[config.mk]
export PLATFORM = sky130hd
export DESIGN_NAME = pc_context_scheduler
export DESIGN_NICKNAME = d
export VERILOG_FILES = /design/src/rtl/pc_context_scheduler_pkg.sv /design/src/rtl/pc_context_scheduler_rr_arbiter.sv /design/src/rtl/pc_context_scheduler.sv
export SDC_FILE = /design/constraint.sdc
export NUM_CORES = 1
export LEC_CHECK = 0
export CORE_MARGIN = 4
export CORE_UTILIZATION = 40
export DETAILED_ROUTE_END_ITERATION = 8
export GPL_TIMING_DRIVEN = 1
export PLACE_DENSITY = 0.94
export SYNTH_ARGS = -nofsm -noshare
export SYNTH_HDL_FRONTEND = slang
export SYNTH_HIERARCHICAL = 1
export SYNTH_SLANG_ARGS = --single-unit
[constraint.sdc]
create_clock -name clk_i -period 6.5 [get_ports clk_i]
set_clock_uncertainty 0.05 [all_clocks]
set_input_delay 1.3 -clock clk_i [delete_from_list [all_inputs] [get_ports clk_i]]
set_output_delay 1.3 -clock clk_i [all_outputs]
set_load 0.02 [all_outputs]
[src/rtl/pc_context_scheduler_pkg.sv]
// ---------------------------------------------------------------------------
// pc_sched_pkg
// Shared sizing, FSM state type and context-index helpers for the PC context
// scheduler and its round-robin arbiter.
//   NUM_CTX : number of hardware contexts (equals PC repository depth)
//   CTX_W   : context index width
//   XLEN    : PC width
// ---------------------------------------------------------------------------
package pc_sched_pkg;

  localparam int unsigned NUM_CTX = 5;
  localparam int unsigned CTX_W   = 3;
  localparam int unsigned XLEN    = 32;

  typedef enum logic [1:0] {
    S_INIT,
    S_IDLE,
    S_RUN
  } sched_state_e;

  typedef logic [CTX_W-1:0] ctx_t;

  // One-hot mask for a context index; out-of-range indices give an empty
  // mask, so callers never index a per-context vector out of bounds.
  function automatic logic [NUM_CTX-1:0] ctx_mask(input ctx_t c);
    logic [NUM_CTX-1:0] m;
    m = '0;
    for (int unsigned i = 0; i < NUM_CTX; i++) begin
      if (32'(c) == i) m[i] = 1'b1;
    end
    return m;
  endfunction

  // (c + 1) mod NUM_CTX
  function automatic ctx_t ctx_inc(input ctx_t c);
    ctx_t r;
    if (32'(c) >= NUM_CTX - 1) r = '0;
    else                       r = c + CTX_W'(1);
    return r;
  endfunction

endpackage

[src/rtl/pc_context_scheduler_rr_arbiter.sv]
// ---------------------------------------------------------------------------
// rr_arbiter
// Purely combinational rotating-priority pick: returns the first asserted
// request at or after ptr_i, wrapping modulo N.
//   req_i   : N-bit request vector
//   ptr_i   : highest-priority index for this pick
//   gnt_o   : index of the chosen request (0 when none)
//   valid_o : at least one request asserted
// ---------------------------------------------------------------------------
module rr_arbiter
  import pc_sched_pkg::*;
#(
  parameter int unsigned N = NUM_CTX,
  parameter int unsigned W = CTX_W
) (
  input  logic [N-1:0] req_i,
  input  logic [W-1:0] ptr_i,
  output logic [W-1:0] gnt_o,
  output logic         valid_o
);

  int unsigned idx;
  logic        found;

  always_comb begin
    gnt_o = '0;
    found = 1'b0;
    idx   = 0;
    for (int unsigned i = 0; i < N; i++) begin
      idx = (32'(ptr_i) + i) % N;
      if (!found && req_i[idx]) begin
        found = 1'b1;
        gnt_o = W'(idx);
      end
    end
  end

  assign valid_o = found;

endmodule

[src/rtl/pc_context_scheduler.sv]
// ---------------------------------------------------------------------------
// pc_context_scheduler
// Issue-side controller for the PC repository. Tracks active contexts, picks
// one eligible context per fetch slot round-robin, reads its PC through the
// repository read port, and writes start PCs / returned next-PCs through the
// repository write port.
// Ports:
//   clk_i, rst_ni                 clock, asynchronous active-low reset
//   start_valid_i/start_ready_o   context start handshake
//   start_ctx_i, start_pc_i       context to start and its initial PC
//   halt_valid_i, halt_ctx_i      deactivate a context
//   stall_i                       per-context stall level
//   flush_i                       global kill
//   rep_en_o, rep_clear_o         repository write enable / clear
//   rep_sel_read_o, rep_sel_write_o, rep_d_o, rep_q_i  repository ports
//   fetch_valid_o/fetch_ready_i   fetch handshake
//   fetch_ctx_o, fetch_pc_o       granted context and its PC
//   next_valid_i, next_ctx_i, next_pc_i  next-PC writeback from fetch
// ---------------------------------------------------------------------------
module pc_context_scheduler
  import pc_sched_pkg::*;
(
  input  logic               clk_i,
  input  logic               rst_ni,
  input  logic               start_valid_i,
  output logic               start_ready_o,
  input  logic [CTX_W-1:0]   start_ctx_i,
  input  logic [XLEN-1:0]    start_pc_i,
  input  logic               halt_valid_i,
  input  logic [CTX_W-1:0]   halt_ctx_i,
  input  logic [NUM_CTX-1:0] stall_i,
  input  logic               flush_i,
  output logic               rep_en_o,
  output logic               rep_clear_o,
  output logic [CTX_W-1:0]   rep_sel_read_o,
  output logic [CTX_W-1:0]   rep_sel_write_o,
  output logic [XLEN-1:0]    rep_d_o,
  input  logic [XLEN-1:0]    rep_q_i,
  output logic               fetch_valid_o,
  input  logic               fetch_ready_i,
  output logic [CTX_W-1:0]   fetch_ctx_o,
  output logic [XLEN-1:0]    fetch_pc_o,
  input  logic               next_valid_i,
  input  logic [CTX_W-1:0]   next_ctx_i,
  input  logic [XLEN-1:0]    next_pc_i
);

  sched_state_e       state_q, state_d;
  logic [NUM_CTX-1:0] active_q, active_d;
  logic [NUM_CTX-1:0] inflight_q, inflight_d;
  logic [CTX_W-1:0]   rr_ptr_q, rr_ptr_d;
  logic               lock_q, lock_d;
  logic [CTX_W-1:0]   locked_ctx_q, locked_ctx_d;

  logic [NUM_CTX-1:0] eligible;
  logic [CTX_W-1:0]   arb_gnt;
  logic               arb_valid;
  logic [CTX_W-1:0]   grant;
  logic               handshake;

  logic [NUM_CTX-1:0] next_mask, start_mask, halt_mask, grant_mask;
  logic               next_wr, start_acc, start_wr;

  // -------------------------------------------------------------------------
  // Grant selection
  // -------------------------------------------------------------------------
  assign eligible = active_q & ~inflight_q & ~stall_i;

  rr_arbiter #(
    .N (NUM_CTX),
    .W (CTX_W)
  ) u_rr_arbiter (
    .req_i   (eligible),
    .ptr_i   (rr_ptr_q),
    .gnt_o   (arb_gnt),
    .valid_o (arb_valid)
  );

  // A refused request stays pinned to its context (stall ignored) so the
  // fetch stage sees stable ctx/pc until it accepts.
  assign grant      = lock_q ? locked_ctx_q : arb_gnt;
  assign grant_mask = ctx_mask(grant);
  assign next_mask  = ctx_mask(next_ctx_i);
  assign start_mask = ctx_mask(start_ctx_i);
  assign halt_mask  = ctx_mask(halt_ctx_i);

  // A request raised in the flush cycle is killed before it can be taken.
  assign fetch_valid_o  = (state_q == S_RUN) & (lock_q | arb_valid) & ~flush_i;
  assign handshake      = fetch_valid_o & fetch_ready_i;
  assign fetch_ctx_o    = grant;
  assign rep_sel_read_o = grant;
  assign fetch_pc_o     = fetch_valid_o ? rep_q_i : '0;

  // -------------------------------------------------------------------------
  // Write port: next-PC writeback has priority over context start
  // -------------------------------------------------------------------------
  assign next_wr       = next_valid_i & ~flush_i & (|(active_q & next_mask));
  assign start_ready_o = (state_q != S_INIT) & ~next_valid_i & ~flush_i
                       & ~(|(inflight_q & start_mask));
  assign start_acc     = start_valid_i & start_ready_o;
  assign start_wr      = start_acc & (|start_mask);

  always_comb begin
    rep_en_o        = 1'b0;
    rep_sel_write_o = '0;
    rep_d_o         = '0;
    if (next_wr) begin
      rep_en_o        = 1'b1;
      rep_sel_write_o = next_ctx_i;
      rep_d_o         = next_pc_i;
    end else if (start_wr) begin
      rep_en_o        = 1'b1;
      rep_sel_write_o = start_ctx_i;
      rep_d_o         = start_pc_i;
    end
  end

  // Held low while in reset so every output is quiet until release.
  assign rep_clear_o = (state_q == S_INIT) & rst_ni;

  // -------------------------------------------------------------------------
  // Context state update. Later statements override earlier ones:
  // writeback/start, then fetch, then halt, then flush.
  // -------------------------------------------------------------------------
  always_comb begin
    active_d     = active_q;
    inflight_d   = inflight_q;
    rr_ptr_d     = rr_ptr_q;
    lock_d       = lock_q;
    locked_ctx_d = locked_ctx_q;

    // Returned next-PC ends the round trip even for an inactive context.
    if (next_valid_i && !flush_i) inflight_d = inflight_d & ~next_mask;
    if (start_acc)                active_d   = active_d | start_mask;

    if (handshake) begin
      inflight_d = inflight_d | grant_mask;
      rr_ptr_d   = ctx_inc(grant);
      lock_d     = 1'b0;
    end else if (fetch_valid_o) begin
      lock_d       = 1'b1;
      locked_ctx_d = grant;
    end

    if (halt_valid_i) begin
      active_d   = active_d & ~halt_mask;
      inflight_d = inflight_d & ~halt_mask;
      if (lock_d && (locked_ctx_d == halt_ctx_i)) lock_d = 1'b0;
    end

    if (flush_i) begin
      active_d   = '0;
      inflight_d = '0;
      lock_d     = 1'b0;
    end
  end

  // -------------------------------------------------------------------------
  // FSM. Transitions look at next-cycle context state so a start accepted in
  // S_IDLE can present its fetch in the very next cycle.
  // -------------------------------------------------------------------------
  always_comb begin
    state_d = state_q;
    unique case (state_q)
      S_INIT:  state_d = S_IDLE;
      S_IDLE:  if (|active_d) state_d = S_RUN;
      S_RUN:   if (active_d == '0 && inflight_d == '0) state_d = S_IDLE;
      default: state_d = S_INIT;
    endcase
    if (flush_i) state_d = S_INIT;
  end

  always_ff @(posedge clk_i or negedge rst_ni) begin
    if (!rst_ni) begin
      state_q      <= S_INIT;
      active_q     <= '0;
      inflight_q   <= '0;
      rr_ptr_q     <= '0;
      lock_q       <= 1'b0;
      locked_ctx_q <= '0;
    end else begin
      state_q      <= state_d;
      active_q     <= active_d;
      inflight_q   <= inflight_d;
      rr_ptr_q     <= rr_ptr_d;
      lock_q       <= lock_d;
      locked_ctx_q <= locked_ctx_d;
    end
  end

endmodule

# Yosys cells after proc, flatten, opt, wreduce, memory -nomap -nowiden
# Index checks and enable logic that the tools add are counted.
[totals]
inputBits = 117
elab_cells = 163
register_bits = 19
output_inout_bits = 77
[classes]
n_mux = 67
reduce_logical = 25
div_mod_pow = 5
magnitude_cmp = 6
eq_ne = 21
add_sub_neg = 5
bitwise_logic = 28
[op_table]
columns = ["cell", "n"]
rows = [
  ["$lt 32x4->1 const B", 5],
  ["$mod 32x3->32 const B", 4],
  ["$mux 32", 3],
  ["$mux 1", 37],
  ["$and 5x5->5", 7],
  ["$mux 5", 7],
  ["$mux 3", 11],
  ["$mod 3x3->32 const B", 1],
  ["$eq 3x2->1 const B", 8],
  ["$not 5->5", 4],
  ["$reduce_or 5->1", 4],
  ["$bmux 1 s3", 5],
  ["$eq 3x1->1 const B", 4],
  ["$eq 3x3->1 const B", 4],
  ["$logic_not 3->1", 4],
  ["$and 1x1->1", 11],
  ["$logic_not 5->1", 2],
  ["$or 5x5->5", 2],
  ["$add 3x2->4 const B", 2],
  ["$logic_and 1x1->1", 7],
  ["$mux 2", 3],
  ["$pmux 2 s3", 1],
  ["$logic_not 1->1", 5],
  ["$add 3x1->4 const B", 1],
  ["13 further kinds", 15],
]

# Logic depth before layout (Yosys ltp)
# Gate-level depths: netlist of the first run.
[logic_depth]
word_depth = 31
depth_mapped = 27

# Cells and area by module
# The synthesis of the first run kept the hierarchy.
[modules_own_cells]
columns = ["module", "seq_area_each_um2", "cells_per_inst", "area_per_inst_um2", "n_inst"]
rows = [
  ["pc_context_scheduler", 475.5, 233, 1924.3, 1],
  ["rr_arbiter", 0.0, 222, 1591.5, 1],
]

# Worst setup path before layout of the first run
# No wires, ideal clock.
[synth_path]
kind = "reg2out"
from = "register rr_ptr_q[0]"
to = "output port fetch_pc_o[22]"
setup_slack_ns = 0.307
n_path_buf = 5
arrival_time_ns = 4.843
stages_incl_launch_ff = 25
cell_sequence = "dfrtp_1 > buf_2 > clkinv_1 > clkbuf_1 > ha_1 > inv_1 > ha_1 > buf_2 > inv_1 > ha_1 > inv_1 > ha_1 > nor2b_1 > o211ai_1 > o211ai_2 > mux2i_1 > a2bb2o_4 > o31ai_4 > nor2_1 > nand2_1 > nor2_1 > nor3_1 > buf_2 > clkbuf_1 > and2_1"
[synth_via]
elab_chain_len = 20
word_cells_on_any_way = 36
[synth_lines]
columns = ["element", "line_no", "text"]
rows = [
  ["from (decl)", "pc_context_scheduler.sv:51", "logic [CTX_W-1:0] rr_ptr_q, rr_ptr_d;"],
  ["from (signal assigned)", "pc_context_scheduler.sv:185", "rr_ptr_q <= rr_ptr_d;"],
  ["branches (longest 15 deep; another with $mod 32x3->32)", "--", ""],
  ["$mux 1 *", "pc_context_scheduler_rr_arbiter.sv:31", "if (!found && req_i[idx]) begin"],
  ["net arb_valid", "pc_context_scheduler.sv:57", "logic arb_valid;"],
  ["$or 1x1->1 *", "pc_context_scheduler.sv:88", "assign fetch_valid_o = (state_q == S_RUN) & (lock_q | arb_valid) & ~flush_i;"],
  ["$and 1x1->1 * (2 in a row)", "pc_context_scheduler.sv:88", ""],
  ["net fetch_valid_o", "pc_context_scheduler.sv:39", "output logic fetch_valid_o,"],
  ["$mux 32 *", "pc_context_scheduler.sv:92", "assign fetch_pc_o = fetch_valid_o ? rep_q_i : '0;"],
  ["to (decl)", "pc_context_scheduler.sv:42", "output logic [XLEN-1:0] fetch_pc_o,"],
]
# Mark *: on every way through the listed nets, which the timed path passes. The select of a mux whose other input is x is not followed.

# Worst setup path after layout of the first run
[layout_path]
from = "register rr_ptr_q[1]"
to = "output port fetch_pc_o[22]"
[layout_via]
elab_chain_len = 20
word_cells_on_any_way = 36
[layout_lines]
columns = ["element", "line_no"]
rows = [
  ["branches (longest 15 deep; another with $mod 32x3->32)", "--"],
  ["$mux 1 *", "pc_context_scheduler_rr_arbiter.sv:31"],
  ["net arb_valid", "pc_context_scheduler.sv:57"],
  ["$or 1x1->1 *", "pc_context_scheduler.sv:88"],
  ["$and 1x1->1 * (2 in a row)", "pc_context_scheduler.sv:88"],
  ["$mux 32 *", "pc_context_scheduler.sv:92"],
]
# Marked as above.

==> summary.txt, run 1 <==
Yosys
  • Post-synth EDFFs: 0
  • Avg Inst Size Synth: 7.73 µm²
  • Ys async rst share: 100%
  • Synth Flop Type: dfrtp_1
  • Syn_nets: 591
  • Netlist cell types: 75
  • Most common cell in the synthesized netlist: and2_1
  • Mapped Cells: 455
  • Post-Syn Area: 0.00352 mm²
  • Yosys top cell by area: dfrtp_1
  • Seq/Total Area, Yosys: 13.5%
  • Synth area leaders: dfrtp_1, a22o_1, ha_1
  • #FFs+latches synth: 19
  • Top post-synthesis cells by count: and2_1, a22o_1, nor2_1
  • YS warnings: 6
  • Area share of the largest cell type after synthesis: 13.5%

Clocking
  • Number of CTS-inserted buffers: 3
  • Cts hold-fix bufs: 0
  • Clock Path Buffers: 2
  • Number of H-tree levels: 1
  • Clock tree from TritonCTS: built
  • Worst-path clk slew: 0.07 ns
  • Clock Latency Late Sink: 0.27 ns
  • CTS sink cnt: 19
  • Clk root buf: clkbuf_8

Critical path
  • CP max FO: 16
  • R2r endpoint: state_q[0]
  • WP data arrival: 4.99 ns
  • WS Path Type: flip-flop to output pin
  • CP max stage cell: clkdlybuf4s50_1
  • CP endpoint: fetch_pc_o[22]
  • Worst Setup End Kind: output pin
  • Reg2Reg Depth: 25
  • Family with the most delay on the worst path: buffers and inverters
  • Reg2reg start: rr_ptr_q[1]
  • Crit-path cells: inv_1 > ha_1 > inv_1 > ha_1 > inv_1 > ha_1 > inv_1 > ha_1 > nor2b_1 > o211ai_1 > o211ai_2 > mux2i_1 > a2bb2o_4 > o31ai_4 > nor2_1 > nand2_1 > nor2_1 > nor3_2 > buf_4 > and2_1 > clkdlybuf4s50_1
  • CP startpoint kind: flip-flop
  • Worst Setup SP: rr_ptr_q[1]
  • Worst path depth: 21
  • Critical Path RT: 5.15 ns
  • Buffers & Inverters on Critical Path: 6
  • FF-to-FF setup slack: 1.08 ns
  • Crit path largest cell delay: 0.60 ns

Floorplanning
  • I/O Pins: 194
  • Die Height: 102 µm
  • Row Count: 33
  • Width of the die: 102 µm
  • Core Region: 0.00838 mm²
  • Starting Density: 41.9%
  • Die area: 0.0104 mm²

Timing
  • F_max: 0.158 GHz
  • Max-slew violations: 0
  • Period utilisation layout: 97.5%
  • Final min period: 6.34 ns
  • Final setup vio count: 0
  • Post-route setup slack: 0.163 ns
  • Max_slew headroom: 39.9%
  • Worst-Margin Slew: 0.899 ns
  • Final Hold Fails: 0
  • Hold_ws: 0.514 ns

Power and ir drop
  • LEAKAGE: 2.51 nW
  • PwrDens: 103 mW/mm²
  • Total power: 0.000587 W
  • Peak supply drop: 0.126 mV

Final layout
  • Layout cells sized above 1: 9.94%
  • Area Overhead vs Synth: 61.9%
  • Nets: 781
  • Fillers: 661
  • Diode count: 0

Drt
  • WL/cell: 20.4 µm
  • Via/cell ratio: 5.90
  • Routed wire length: 15300 µm
  • Via count: 4422
  • Final ANT Viol Nets: 0
  • Residual DRC: 0
  • Initial DRT Pass Iterations: 6
  • Starting DRT DRC Count: 363

Placed design
  • RePlAce Congestion: 0.977
  • Port buffer count: 193
  • Place WS: 0.346 ns
  • Final HPWL DP: 12300 µm

Global route
  • Total track usage: 27.1%
  • Initial antenna violation count: 0
  • Largest net degree at the start of global routing: 37
  • First-pass GRT wire length: 22000 µm
  • Vias in the first global route: 4359
  • GRT overflow: 0

Run status
  • Status: complete, no violations

Worst hold path
  • Worst hold path type: flip-flop to flip-flop

Job
  • Max Cap Violations: 0
## report_power, final
| part | leakage [nW] | internal (W) | switching [W] |
|---|---|---|---|
| registers | 0.262 | 0.000121 | 0.00000286 |
| logic | 2.23 | 0.000184 | 0.000192 |
| clock network | 0.0255 | 0.0000429 | 0.0000439 |
## final cells by class
| type | count | area (µm²) | area share [%] |
|---|---|---|---|
| Multi-Input combinational cell | 382 | 2800 | 49.3 |
| Timing Repair Buffer | 218 | 2160 | 37.9 |
| Sequential cell | 19 | 475 | 8.35 |
| Tap cell | 105 | 131 | 2.31 |
| Inverter | 21 | 78.8 | 1.38 |
| Clock buffer | 3 | 41.3 | 0.725 |
| Clock inverter | 1 | 5.00 | 0.0879 |
## metrics by stage
step / area [µm²] / setup TNS, ns / util (%) / std cells
after floorplan: 3520 / 0 / - / 455
final: 5690 / 0 / 67.9 / 749
after detailed placement: 5540 / 0 / 66.1 / 737
after global placement: 5540 / 0 / 66.1 / 737
after CTS: 5590 / 0 / 66.7 / 741
after global routing: 5690 / -1.65 / 67.9 / 749
## cells by family after synthesis
family	count (synthesis)	share of synthesized area, %
mux	29	9.25
buf+inv	54	7.01
flops	19	13.5
xor+xnor	10	3.03
compound gates	129	28.7
fa+ha+maj	19	6.76
simple gates	195	31.7
## tightest hold or removal path, stage by stage, from the launching register on
cell and delay (ns):
dfrtp_1 0.39, a31oi_1 0.06, nor2_1 0.08
## how the worst min path moves through the flow
| stage | endpoint | slack (ns) | from | depth (start not counted) |
|---|---|---|---|---|
| after floorplan | active_q[2] | 0.43 | active_q[2] | 2 |
| after global placement | active_q[2] | 0.48 | active_q[2] | 2 |
| after detailed placement | active_q[1] | 0.49 | active_q[1] | 2 |
| after CTS | active_q[1] | 0.51 | active_q[1] | 2 |
| after global routing | locked_ctx_q[0] | 0.54 | locked_ctx_q[0] | 2 |
| final | active_q[2] | 0.51 | active_q[2] | 2 |
## state kept, by name, indices dropped and copies added, names as in the netlist
register / cells
locked_ctx_q: 3
state_q: 2
lock_q: 1
rr_ptr_q: 3
active_q: 5
inflight_q: 5
## layer usage
layer  part of all wire (%)  wire length [µm]  track usage, %  up-vias
li1                       -                 -               -     2056
met1                     35              5430            31.2     2037
met2                     52              8030            48.9      280
met3                    8.9              1360            5.79       49
met4                    3.2               488            10.1        0
met5                      0                 0               0        -
## cell usage in the layout, fill, tap and decap left out, drive strengths merged, types with 18 or more instances in the layout
cell type | Yosys | layout
clkdlybuf4s50 | 0 | 180
and2 | 36 | 36
a22o | 34 | 34
nor2 | 33 | 33
nand2 | 25 | 25
buf | 22 | 25
mux2i | 22 | 22
a21oi | 21 | 21
o21ai | 21 | 21
inv | 20 | 20
dfrtp | 19 | 19
ha | 19 | 19
nand3 | 18 | 18
## timing repair
action                     4_1_cts  5_1_grt
buffers inserted                 0        7
resized for setup                0       18
setup endpoints to repair        0       39
Note: power is estimated with default switching activity, not from simulation.
==> inputs of run 2 (changes only) <==
Settings changed: GPL_ROUTABILITY_DRIVEN from default to 0, PLACE_DENSITY 0.94 to 0.83.
==> summary.txt, run 2 (synthesis results as in run 1) <==
Critical path
  • CP max stage cell: clkdlybuf4s50_1
  • Worst Setup End Kind: output pin
  • CP max FO: 19
  • CP startpoint kind: flip-flop
  • Crit-path cells: inv_1 > ha_1 > inv_1 > ha_2 > inv_1 > ha_1 > inv_1 > ha_1 > nor2b_1 > o211ai_1 > o211ai_2 > mux2i_1 > a2bb2o_4 > o31ai_4 > nor2_1 > nand2_1 > nor2_1 > nor3_2 > buf_6 > and2_1 > clkdlybuf4s50_1
  • WS Path Type: flip-flop to output pin
  • WP data arrival: 4.88 ns
  • Buffers & Inverters on Critical Path: 6
  • Most Frequent Cell on Critical Path: inv_1
  • Critical Path RT: 5.15 ns
  • Crit path largest cell delay: 0.61 ns
  • Family with the most delay on the worst path: buffers and inverters
  • FF-to-FF setup slack: 1.15 ns

Clocking
  • Clock tree from TritonCTS: built
  • Worst-path clk slew: 0.07 ns
  • CTS sink cnt: 19
  • Number of CTS-inserted buffers: 3
  • Clock Path Buffers: 2
  • Clock Latency Late Sink: 0.26 ns
  • Clk root buf: clkbuf_8
  • Cts hold-fix bufs: 0
  • Number of H-tree levels: 1

Drt
  • Via count: 4317
  • Initial DRT Pass Iterations: 5
  • Via/cell ratio: 5.81
  • Starting DRT DRC Count: 250
  • Final ANT Viol Nets: 0
  • Routed wire length: 14400 µm
  • Residual DRC: 0
  • WL/cell: 19.4 µm

Final layout
  • Nets: 775
  • Final core occ: 67.4%
  • Layout cells sized above 1: 8.78%
  • Non-filler cells, final: 743
  • Fillers: 706
  • Area Overhead vs Synth: 60.7%
  • Most frequent cells in the layout: clkdlybuf4s50_1, and2_1, a22o_1
  • Commonest non-fill, non-tap cell in the layout: clkdlybuf4s50_1
  • Diode count: 0
  • Regs by FF count: active_q: 5 flops, inflight_q: 5 flops

Power and ir drop
  • Peak supply drop: 0.105 mV
  • Clock Power Share: 15.2%
  • Internal Power: 0.000343 W
  • LEAKAGE: 2.52 nW
  • Psw: 0.000225 W
  • Gate power share: 63.0%
  • Total power: 0.000568 W
  • Sequential power share: 21.8%
  • PwrDens: 101 mW/mm²
  • Sw Share: 39.6%

Floorplanning
  • Starting Density: 41.9%
  • Die Height: 102 µm
  • Core Region: 0.00838 mm²
  • Width of the die: 102 µm
  • Die area: 0.0104 mm²
  • I/O Pins: 194
  • Row Count: 33

Global route
  • Initial antenna violation count: 0
  • GR Layer Usage met3: 5.65%
  • Met2 GRT Util: 46.3%
  • Largest net degree at the start of global routing: 39
  • Total track usage: 26.2%
  • Grt met1 use: 32.4%
  • GRT overflow: 0
  • Gr busiest metal: met2
  • Vias in the first global route: 4324
  • First-pass GRT wire length: 21600 µm

Timing
  • Hold_ws: 0.491 ns
  • Period utilisation layout: 95.8%
  • Max-slew violations: 0
  • Final min period: 6.23 ns
  • Worst-Margin Slew: 0.904 ns
  • Max_slew headroom: 39.5%
  • Final setup vio count: 0
  • F_max: 0.161 GHz
  • Post-route setup slack: 0.272 ns
  • Final Hold Fails: 0

Placed design
  • Final HPWL DP: 11700 µm
  • Cells after DPL: 734
  • Place WS: 0.407 ns
  • Port buffer count: 193

Job
  • Max Cap Violations: 0

Run status
  • Status: complete, no violations

Worst hold path
  • Worst hold path type: flip-flop to flip-flop
run 2: changes by cell type in the layout (fill, tap and decap cells not counted):
cell             change
clkbuf_1             +1
buf_4                -7
ha_1                 +1
clkdlybuf4s50_1      -2
dlymetal6s2s_1       +2
buf_6                +1
ha_2                 -1
clkinv_2             -1
run 2: cell type report:
class	instances	area, µm²	share of cell area [%]
inverters	21	78.8	1.39
multi-input cells	382	2800	49.6
flip-flops and latches	19	475	8.41
repair buffers	212	2120	37.5
well taps	105	131	2.32
clock buffers	4	45.0	0.797
run 2: worst paths after layout:
check / from / endpoint / depth (start not counted)
worst max-delay path: rr_ptr_q[1] / fetch_pc_o[22] / 21
worst min-delay path: locked_ctx_q[0] / locked_ctx_q[0] / 2
worst max register to register: rr_ptr_q[1] / state_q[1] / 25
worst min register to register: locked_ctx_q[0] / locked_ctx_q[0] / 2
max in group asynchronous: rst_ni / rr_ptr_q[1] / 1
min in group asynchronous: rst_ni / active_q[2] / 1
run 2: timing repair:
item,4_1_cts,5_1_grt
endpoints found under the setup margin,0,39
buffers inserted,0,4
gates resized for setup,0,20
endpoints found under the hold margin,0,0
run 2: power by group through the flow:
stage / Sequential, W / Clock [W] / Combinational, W
after CTS: 0.000124 / 0.0000865 / 0.000348
after floorplan: 0.000126 / 0 / 0.000199
after global placement: 0.000126 / 0 / 0.000335
final: 0.000124 / 0.0000866 / 0.000358
after detailed placement: 0.000126 / 0 / 0.000345
after global routing: 0.000124 / 0.0000911 / 0.000383
run 2: through the flow:
stage          cell area, µm²  TNS, ns
2_1_floorplan            3520        0
4_1_cts                  5570        0
5_1_grt                  5650   -0.289
3_5_place_dp             5520        0
6_report                 5650        0
3_3_place_gp             5520        0
run 2: tightest hold or removal path, stage by stage (launching register included):
cell	delay [ns]
dfrtp_1	0.35
mux2i_1	0.10
inv_1	0.06
run 2: layer usage:
layer,vias up,part of all wire (%)
met5,-,0
met4,0,1.8
met3,28,8.0
met2,233,52
met1,2006,38
li1,2050,-
==> inputs of run 3 (changes only) <==
Settings changed: CORE_UTILIZATION 40 to 41, CTS_BUF_LIST from default to sky130_fd_sc_hd__clkbuf_2, PLACE_DENSITY 0.83 to 0.84.
==> summary.txt, run 3 (synthesis results as in run 1) <==
Floorplanning
  • Width of the die: 101 µm
  • Die Height: 101 µm
  • Row Count: 33
  • Die area: 0.0101 mm²
  • I/O Pins: 194
  • Core Region: 0.00830 mm²
  • Starting Density: 42.4%

Timing
  • Max_slew headroom: 39.9%
  • Final setup TNS: 0 ns
  • F_max: 0.163 GHz
  • Post-route setup slack: 0.346 ns
  • Hold_ws: 0.544 ns
  • Max-slew violations: 0
  • Final Hold Fails: 0
  • Period utilisation layout: 94.7%
  • Final min period: 6.15 ns
  • RSZ-0062 raised after global routing: no
  • Final setup vio count: 0
  • Worst-Margin Slew: 0.899 ns

Final layout
  • Area Overhead vs Synth: 61.6%
  • Non-filler cells, final: 745
  • Most frequent cells in the layout: clkdlybuf4s50_1, and2_1, a22o_1
  • Nets: 777
  • Layout cells sized above 1: 9.53%
  • Multi-input logic area: 0.00281 mm²
  • Regs by FF count: active_q: 5 flops, inflight_q: 5 flops
  • Design Area, Final: 0.00568 mm²
  • Commonest non-fill, non-tap cell in the layout: clkdlybuf4s50_1
  • Diode count: 0
  • FF/Latch Area: 477 µm²
  • Fillers: 679

Drt
  • Residual DRC: 0
  • Via count: 4405
  • Routed wire length: 13500 µm
  • Via/cell ratio: 5.91
  • Starting DRT DRC Count: 317
  • Final ANT Viol Nets: 0
  • Initial DRT Pass Iterations: 6
  • WL/cell: 18.1 µm

Global route
  • Total track usage: 24.7%
  • Largest net degree at the start of global routing: 34
  • GRT overflow: 0
  • Vias in the first global route: 4227
  • First-pass GRT wire length: 20700 µm
  • Initial antenna violation count: 0

Power and ir drop
  • Sw Share: 41.4%
  • LEAKAGE: 2.85 nW
  • PwrDens: 93.3 mW/mm²
  • Clock Power Share: 10.5%
  • Gate power share: 66.1%
  • Peak supply drop: 0.0823 mV
  • Internal Power: 0.000311 W
  • Psw: 0.000219 W
  • Sequential power share: 23.4%

Critical path
  • Worst Setup End Kind: output pin
  • WS Path Type: flip-flop to output pin
  • CP startpoint kind: flip-flop
  • CP max FO: 7
  • Critical Path RT: 5.15 ns
  • WP data arrival: 4.80 ns

Clocking
  • Number of CTS-inserted buffers: 3
  • CTS sink cnt: 19
  • Cts hold-fix bufs: 0
  • Clock Path Buffers: 2
  • Clk root buf: clkbuf_2
  • Clock tree from TritonCTS: built
  • Worst-path clk slew: 0.22 ns
  • Number of H-tree levels: 1
  • Clock Latency Late Sink: 0.33 ns

Job
  • Max Cap Violations: 0

Placed design
  • Port buffer count: 193
  • Cells after DPL: 736
  • Placed inst area: 0.00554 mm²
  • Final HPWL DP: 10900 µm
  • Place WS: 0.378 ns

Worst hold path
  • Worst hold path type: flip-flop to flip-flop

Run status
  • Status: complete, no violations
==> run 3: changes by cell type in the layout (fill, tap and decap cells not counted), moves of 2 or more <==
cell,previous run,this run
clkbuf_8,3,0
clkbuf_2,0,3
dlymetal6s2s_1,15,32
buf_4,17,19
clkdlybuf4s50_1,178,161
==> run 3: what timing repair did <==
item / 4_1_cts / 5_1_grt
buffers inserted: 0 / 4
resized for setup: 1 / 35
endpoints found under the setup margin: 23 / 38
pin swaps: 0 / 2
cloned: 0 / 1
==> run 3: stage by stage <==
step / power (W) / util, %
after CTS: 0.000522 / 67.0
final: 0.000530 / 68.5
after floorplan: 0.000325 / -
after global placement: 0.000461 / 66.7
after global routing: 0.000564 / 68.5
after detailed placement: 0.000468 / 66.7
==> run 3: power by group through the flow <==
| stage | Combinational [W] | Clock [W] | Sequential (W) |
|---|---|---|---|
| floorplan | 0.000199 | 0 | 0.000126 |
| global placement | 0.000335 | 0 | 0.000126 |
| detailed placement | 0.000342 | 0 | 0.000126 |
| CTS | 0.000344 | 0.0000542 | 0.000124 |
| global route | 0.000378 | 0.0000618 | 0.000124 |
| finish | 0.000351 | 0.0000556 | 0.000124 |
==> run 3: final cells by class <==
cell class,count,area share (%)
inverter,21,1.39
clock buffer,3,0.264
timing repair buffer,214,38.2
tap,105,2.31
multi-input combinational,382,49.4
sequential,19,8.39
clock inverter,1,0.0881
==> run 3: path summary, 6_finish.rpt <==
kind	from	endpoint	slack, ns	depth (start not counted)
hold reg to reg	active_q[2]	active_q[2]	0.54	2
setup reg to reg	rr_ptr_q[0]	state_q[0]	1.39	21
setup / recovery	rr_ptr_q[0]	fetch_ctx_o[2]	0.35	21
min in group asynchronous	rst_ni	active_q[0]	1.38	1
hold / removal	active_q[2]	active_q[2]	0.54	2
max in group asynchronous	rst_ni	rr_ptr_q[2]	4.39	1
==> run 3: worst max-delay path: stages (launching register included) <==
cell and delay, ns:
dfrtp_1 0.44, clkinv_1 0.07, ha_1 0.26, inv_1 0.08, ha_1 0.30, inv_1 0.08, ha_1 0.13, inv_1 0.04
ha_1 0.26, nor2b_1 0.20, o211ai_1 0.14, o211ai_2 0.28, buf_4 0.18, buf_4 0.10, or3_1 0.09, a21oi_1 0.10
o31ai_4 0.36, and4b_1 0.23, a21oi_1 0.16, mux2i_2 0.15, inv_1 0.18, clkdlybuf4s50_1 0.65
==> run 3: layer usage <==
| metal | vias up | share of wire [%] | wire length, µm | global-route usage (%) |
|---|---|---|---|---|
| met2 | 274 | 51 | 6920 | 44.1 |
| met4 | 0 | 2.6 | 346 | 6.32 |
| met1 | 2037 | 37 | 4980 | 29.7 |
| met5 | - | 0 | 0 | 0 |
| li1 | 2048 | - | - | - |
| met3 | 46 | 9.3 | 1250 | 5.54 |
